## config.mk

```make
export PLATFORM = sky130hd
export DESIGN_NAME = fetch_unit_flat
export DESIGN_NICKNAME = d
export VERILOG_FILES = /design/src/rtl/fetch_unit_pkg.sv /design/src/rtl/fetch_unit_if.sv /design/src/rtl/fetch_fifo.sv /design/src/rtl/fetch_unit.sv /design/src/flat_wrapper.sv
export SDC_FILE = /design/constraint.sdc
export NUM_CORES = 1
export LEC_CHECK = 0
export ABC_AREA = 0
export BUFFER_PORTS_ARGS = -buffer_cell sky130_fd_sc_hd__buf_2
export CORE_ASPECT_RATIO = 0.75
export CORE_MARGIN = 3
export CORE_UTILIZATION = 50
export DETAILED_ROUTE_END_ITERATION = 7
export GPL_TIMING_DRIVEN = 0
export PLACE_DENSITY = 0.76
export SLEW_MARGIN = 20
export SYNTH_ARGS = -nofsm -noshare
export SYNTH_HDL_FRONTEND = slang
export SYNTH_SLANG_ARGS = --single-unit
```

## constraint.sdc

```tcl
create_clock -name clk -period 8.87 [get_ports clk]
set_input_delay 0 -clock clk [delete_from_list [all_inputs] [get_ports clk]]
set_output_delay 0 -clock clk [all_outputs]
set_load 0.02 [all_outputs]
```

## src/rtl/fetch_unit_pkg.sv

```systemverilog
// Shared types and constants for the instruction fetch slice.
// Holds the word size, the NOP used as the idle instruction, and the buffer entry layout.
package fetch_unit_pkg;

  localparam int XLEN = 32;
  localparam logic [XLEN-1:0] NOP_INSTR = 32'h0000_0013;
  localparam logic [XLEN-1:0] DEFAULT_RESET_PC = 32'h0000_0000;

  typedef struct packed {
    logic [XLEN-1:0] pc;
    logic [XLEN-1:0] instr;
  } fetch_entry_t;

  function automatic logic [XLEN-1:0] word_align(input logic [XLEN-1:0] addr);
    return addr & ~XLEN'(3);
  endfunction

endpackage

```

## src/rtl/fetch_unit_if.sv

```systemverilog
// Fetch bus bundle: memory request/response side plus the decode-facing instruction stream.
// The fetch unit sits on the master modport; memory and decode sit on the slave modport.
interface fetch_unit_if;
  import fetch_unit_pkg::*;

  logic            IFreq;
  logic [XLEN-1:0] IFaddr;
  logic            IFgnt;
  logic            IFrvalid;
  logic [XLEN-1:0] IFrdata;
  logic            IFvalid;
  logic [XLEN-1:0] IFinstr;
  logic [XLEN-1:0] IFpc;
  logic            IFready;
  logic            IFredirect;
  logic [XLEN-1:0] IFtarget;

  modport master (
    output IFreq, IFaddr, IFvalid, IFinstr, IFpc,
    input  IFgnt, IFrvalid, IFrdata, IFready, IFredirect, IFtarget
  );

  modport slave (
    input  IFreq, IFaddr, IFvalid, IFinstr, IFpc,
    output IFgnt, IFrvalid, IFrdata, IFready, IFredirect, IFtarget
  );

endinterface

```

## src/rtl/fetch_fifo.sv

```systemverilog
// Small synchronous FIFO holding fetched {pc, instr} pairs between memory and decode.
// Flush takes priority over a same-cycle push; a same-cycle pop simply leaves with the flush.
module fetch_fifo
  import fetch_unit_pkg::*;
#(
  parameter int DEPTH = 2
) (
  input  logic                         clk,
  input  logic                         reset,
  input  logic                         push,
  input  logic                         pop,
  input  logic                         flush,
  input  fetch_entry_t                 push_data,
  output fetch_entry_t                 head,
  output logic [$clog2(DEPTH+1)-1:0]   count,
  output logic                         full,
  output logic                         empty
);

  localparam int PTR_W = $clog2(DEPTH);
  localparam int CNT_W = $clog2(DEPTH + 1);

  fetch_entry_t mem [DEPTH];
  logic [PTR_W-1:0] rd_ptr;
  logic [PTR_W-1:0] wr_ptr;
  logic do_push;
  logic do_pop;

  // Pointers wrap explicitly so non power-of-two depths work.
  function automatic logic [PTR_W-1:0] next_ptr(input logic [PTR_W-1:0] ptr);
    return (ptr == PTR_W'(DEPTH - 1)) ? '0 : ptr + 1'b1;
  endfunction

  always_comb begin
    full    = (count == CNT_W'(DEPTH));
    empty   = (count == '0);
    do_pop  = pop && !empty;
    do_push = push && (!full || do_pop);
    head    = mem[rd_ptr];
  end

  always_ff @(posedge clk) begin
    if (reset || flush) begin
      rd_ptr <= '0;
      wr_ptr <= '0;
      count  <= '0;
    end else begin
      if (do_push) wr_ptr <= next_ptr(wr_ptr);
      if (do_pop)  rd_ptr <= next_ptr(rd_ptr);
      count <= count + CNT_W'(do_push) - CNT_W'(do_pop);
    end
  end

  always_ff @(posedge clk) begin
    if (do_push && !flush && !reset) mem[wr_ptr] <= push_data;
  end

endmodule

```

## src/rtl/fetch_unit.sv

```systemverilog
// Instruction fetch front end: issues word fetches, tracks in-flight requests, buffers responses
// for decode, and on a redirect flushes the buffer and drops responses still in flight.
module fetch_unit
  import fetch_unit_pkg::*;
#(
  parameter logic [XLEN-1:0] RESET_PC   = DEFAULT_RESET_PC,
  parameter int              FIFO_DEPTH = 2
) (
  input  logic           clk,
  input  logic           reset,
  fetch_unit_if.master   bus
);

  localparam int CNT_W = $clog2(FIFO_DEPTH + 1);

  logic [XLEN-1:0]  fetch_pc;
  logic [CNT_W-1:0] outstanding;
  logic [CNT_W-1:0] outstanding_next;
  logic [CNT_W-1:0] discard;
  logic [CNT_W:0]   reserved;
  logic [CNT_W-1:0] fifo_count;
  logic             fifo_full;
  logic             fifo_empty;
  fetch_entry_t     fifo_head;
  fetch_entry_t     push_entry;
  logic             req;
  logic             grant;
  logic             rsp_accept;
  logic             rsp_keep;
  logic             push;
  logic             pop;
  logic [XLEN-1:0]  rsp_pc;

  // Reservation counts the slot freed by this cycle's pop, so a depth-2 buffer still streams
  // one instruction per cycle; every granted request is guaranteed a free slot on return.
  always_comb begin
    pop        = !reset && !fifo_empty && bus.IFready;
    reserved   = {1'b0, fifo_count} + {1'b0, outstanding} - {{CNT_W{1'b0}}, pop};
    req        = !reset && !bus.IFredirect && (reserved < (CNT_W+1)'(FIFO_DEPTH));
    grant      = req && bus.IFgnt;
    rsp_accept = !reset && bus.IFrvalid && (outstanding != '0);
    rsp_keep   = rsp_accept && (discard == '0);
    push       = rsp_keep && !fifo_full;
    outstanding_next = outstanding + CNT_W'(grant) - CNT_W'(rsp_accept);
    // Kept requests are contiguous from the last redirect, so the oldest one sits
    // exactly 'outstanding' words behind the fetch pointer.
    rsp_pc     = fetch_pc - (XLEN'(outstanding) << 2);
    push_entry = '{pc: rsp_pc, instr: bus.IFrdata};
  end

  always_ff @(posedge clk) begin
    if (reset) begin
      fetch_pc    <= RESET_PC;
      outstanding <= '0;
      discard     <= '0;
    end else begin
      outstanding <= outstanding_next;
      if (bus.IFredirect) begin
        fetch_pc <= word_align(bus.IFtarget);
        discard  <= outstanding_next;
      end else begin
        if (grant) fetch_pc <= fetch_pc + XLEN'(4);
        if (rsp_accept && (discard != '0)) discard <= discard - 1'b1;
      end
    end
  end

  fetch_fifo #(
    .DEPTH (FIFO_DEPTH)
  ) u_fifo (
    .clk       (clk),
    .reset     (reset),
    .push      (push),
    .pop       (pop),
    .flush     (bus.IFredirect),
    .push_data (push_entry),
    .head      (fifo_head),
    .count     (fifo_count),
    .full      (fifo_full),
    .empty     (fifo_empty)
  );

  always_comb begin
    bus.IFreq   = req;
    bus.IFaddr  = reset ? RESET_PC : fetch_pc;
    bus.IFvalid = !reset && !fifo_empty;
    bus.IFinstr = (reset || fifo_empty) ? NOP_INSTR : fifo_head.instr;
    bus.IFpc    = (reset || fifo_empty) ? '0 : fifo_head.pc;
  end

endmodule

```

## src/flat_wrapper.sv

```systemverilog
// flat-port wrapper written by rule: the top's interface ports become plain ports
module fetch_unit_flat import fetch_unit_pkg::*;
#(
  parameter logic [XLEN-1:0] RESET_PC   = DEFAULT_RESET_PC,
  parameter int              FIFO_DEPTH = 2
)
  (clk, reset, bus_IFreq, bus_IFaddr, bus_IFvalid, bus_IFinstr, bus_IFpc, bus_IFgnt, bus_IFrvalid, bus_IFrdata, bus_IFready, bus_IFredirect, bus_IFtarget);
  fetch_unit_if bus_i ();
  input  logic clk;
  input  logic reset;
  output wire logic [$bits(bus_i.IFreq)-1:0] bus_IFreq;
  output wire logic [$bits(bus_i.IFaddr)-1:0] bus_IFaddr;
  output wire logic [$bits(bus_i.IFvalid)-1:0] bus_IFvalid;
  output wire logic [$bits(bus_i.IFinstr)-1:0] bus_IFinstr;
  output wire logic [$bits(bus_i.IFpc)-1:0] bus_IFpc;
  input wire logic [$bits(bus_i.IFgnt)-1:0] bus_IFgnt;
  input wire logic [$bits(bus_i.IFrvalid)-1:0] bus_IFrvalid;
  input wire logic [$bits(bus_i.IFrdata)-1:0] bus_IFrdata;
  input wire logic [$bits(bus_i.IFready)-1:0] bus_IFready;
  input wire logic [$bits(bus_i.IFredirect)-1:0] bus_IFredirect;
  input wire logic [$bits(bus_i.IFtarget)-1:0] bus_IFtarget;
  assign bus_IFreq = bus_i.IFreq;
  assign bus_IFaddr = bus_i.IFaddr;
  assign bus_IFvalid = bus_i.IFvalid;
  assign bus_IFinstr = bus_i.IFinstr;
  assign bus_IFpc = bus_i.IFpc;
  assign bus_i.IFgnt = bus_IFgnt;
  assign bus_i.IFrvalid = bus_IFrvalid;
  assign bus_i.IFrdata = bus_IFrdata;
  assign bus_i.IFready = bus_IFready;
  assign bus_i.IFredirect = bus_IFredirect;
  assign bus_i.IFtarget = bus_IFtarget;
  fetch_unit #(.RESET_PC(RESET_PC), .FIFO_DEPTH(FIFO_DEPTH)) u_core (.clk(clk), .reset(reset), .bus(bus_i));
endmodule
```

==> impl_results.md <==
* Max VDD drop at about 0.13 mV
* GRT Total Usage at 0.235
* Max-Cap Viols at 0
* Syn Area/Cell at approximately 11 um^2
* # rows at 38
* WL final at between 15000 and 20000 um
* Number of synthesized flops with an enable pin at between 100 and 150
* First drt pass iteration count at 5
* Die height at approximately 110 um
* Layout net count at just over 1000
* Top cells by area, synth: edfxtp_1, dfxtp_1, mux2i_1
* Gr busiest metal: met2
* Relative slew margins at 0.476
* Min Tclk post-route at 4360 ps
* TritonCTS Buffers at 17
* CTS Root Cell: clkbuf_16
* Register clock-pin slew on the reported worst setup and hold paths at ~70 ps
* Bufs on Longest Clock Path at 2
* Crit path max fanout at 10
* DR vias/cell at between 5 and 6
* Hold Crit Class: primary input to register
* Commonest non-fill, non-tap cells in the layout: buf_2, edfxtp_1, nor2_1
* First-pass GRT wire length at between 30000 and 40000 um
* Setup violators final at 0
* Cell Pwr Density at 177 nW/um^2
* Ports at roughly 170
* Status: finished, final reports clean
* Largest net degree at the start of global routing at 20
* Worst Setup Start Kind: register
* Cell taking the most area after synthesis: edfxtp_1
* Distinct cells, synth at 55
* DR iter-0 viols at 432
* CTS resizes at 0
* GPL Wtd Cong at roughly 0.92
* Detailed-route DRC error count at 0
* Total grt overflow at 0
* Synth warnings at 0
* Most common flop cell mapped by yosys: edfxtp_1
* Initial Util at 0.525
* Met2 Use GR at 0.382
* Yosys top cell area share at 0.478
* Max Freq at 0.229 GHz
* HPWL Detailed at 14200 um
* Final worst-path cycle share at 0.492
* Worst slew pin tran at between 700 and 800 ps
* Initial antenna violation count at 0
* Post-DP Area at around 9000 um^2
* Chip width at between 150 and 200 um
* ANT cells at 0
* Clk sink count at about 160
* Seq/Total Area, Yosys at 0.578
* Async SR Flop Fraction at 0
* Vias at 6220
* Worst EP required at 9200 ps
* Port Buffers at 161
* Syn Std Cell Area at 7790 um^2
* RSZ-0062 raised after global routing: false
* Clk_skew at 9.00 ps
* P_leak at roughly 4 nW
* Ratio of cells with drive above 1 in the final layout at 0.250
* Cell count after synthesis at ~680
* Routed len/inst at around 17 um
* Grt met3 use at 0.0681
* CP endpoint kind: register
* Area grow syn2layout at 31.2%
* Post-DRT Antenna Nets at 0
* Vias in the first global route at about 6200
* Setup Crit Path Kind: register to register
* Crit path DAT at roughly 4700 ps
* Grt met1 use at 0.307
* Die area at 17100 um^2
* Worst-skew pair later-pin latency at about 420 ps
* Final core occ at 0.689
* H-Tree Depth at 4
* Fin. Hold Viols at 0
* Max Slew Vio Count at 0
* Fin area at about 10000 um^2
* Commonest non-fill, non-tap cell in the layout: buf_2
* #FFs+latches synth at 163
* Core box area at 14800 um^2
* TritonCTS clock tree: yes
==> layer usage <==
metal / vias to the layer above / wire [um] / part of all wire
li1: 2978 / - / -
met1: 2913 / 8540 / 0.43
met2: 297 / 9200 / 0.46
met3: 32 / 1810 / 0.091
met4: 0 / 392 / 0.020
met5: - / 0 / 0
==> where the power goes <==
part	internal (mW)	switching [mW]	leakage [nW]
Sequential	0.841	0.0120	1.45
Clock	0.412	0.346	0.308
Combinational	0.0816	0.113	2.26
==> state kept, by name, indices dropped and copies added, names as in the netlist, named ones only <==
signal,count
u_core.u_fifo.mem,124
u_core.fetch_pc,30
u_core.discard,2
u_core.outstanding,2
u_core.u_fifo.count,2
u_core.u_fifo.rd_ptr,1
u_core.u_fifo.wr_ptr,1
==> cell families after synthesis <==
group / Yosys count / synth area share
and+or+nand+nor: 259 / 0.173
DFF: 163 / 0.578
buffers and inverters: 73 / 0.0389
muxes: 68 / 0.0877
AOI/OAI and AO/OA: 67 / 0.0554
xor gates and xnor gates: 40 / 0.0450
adders and majority gates: 12 / 0.0212
other: 1 / 0.000482
==> critical path, cell delays in order, from the launching register on <==
cell	delay [ps]
dfxtp_1	350
nor2_1	100
or2_2	100
clkbuf_1	450
inv_1	270
and2_1	240
ha_1	260
nand2b_1	150
fa_1	460
and4bb_2	290
nand2_1	220
clkinv_1	370
nor2_1	230
clkbuf_1	380
o21ai_0	170
a21oi_1	220
==> synth_stat cells (all sizes together) (2+ instances only) <==
cell    count
xnor2      23
mux2        2
a221oi      2
edfxtp    124
a211oi      4
nand3b      2
o21ai      10
inv        16
and2       10
buf        18
nor4b       2
clkbuf     38
mux2i      66
nand4      13
a31oi      13
nor2       94
xor2       17
or2         2
nor4       11
o211ai      7
or3         9
a41oi       2
a21oi      17
and3        6
and4        7
fa          2
nand3      11
ha         10
nor2b      29
nand2b      7
nand2      34
o22ai       3
or4         2
or4b        2
a32oi       4
nor3       14
dfxtp      39
==> cell type report <==
type / instances / area [um^2]
fillers: 1102 / 4620
well taps: 200 / 250
clock buffers: 17 / 425
flip-flops and latches: 163 / 4500
clock inverters: 15 / 205
repair buffers: 242 / 1520
inverters: 17 / 63.8
plain buffers: 56 / 239
multi-input cells: 450 / 3000
==> per-stage QoR <==
stage	cells	worst slack [ps]	total power [mW]	setup TNS (ps)	hold slack, ps
final	1160	4510	1.81	0	28.1
after CTS	1160	4630	1.81	0	7.25
after detailed placement	1068	4660	1.04	0	192
after floorplan	686	901	0.979	0	98.9
after global placement	1047	-2760	1.03	-295690	187
after global routing	1160	4220	1.86	0	36.2
==> worst paths after layout <==
check / startpoint / end / slack (ps) / depth (start not counted)
worst min-delay path: bus_IFtarget[30] / u_core.fetch_pc[30]$_SDFFE_PP0P_ / 30 / 4
worst min register to register: u_core.fetch_pc[31]$_SDFFE_PP0P_ / u_core.fetch_pc[31]$_SDFFE_PP0P_ / 530 / 1
worst max register to register: u_core.u_fifo.count[0]$_SDFF_PP0_ / u_core.fetch_pc[18]$_SDFFE_PP0P_ / 4510 / 15
worst max-delay path: u_core.u_fifo.count[0]$_SDFF_PP0_ / u_core.fetch_pc[18]$_SDFFE_PP0P_ / 4510 / 15
==> what timing repair did <==
| item | in CTS | in global routing |
|---|---|---|
| setup buffers | 0 | 0 |
| hold buffers | 60 | 0 |
| hold endpoints to repair | 92 | 0 |
Power figures use the tool's default switching activity.
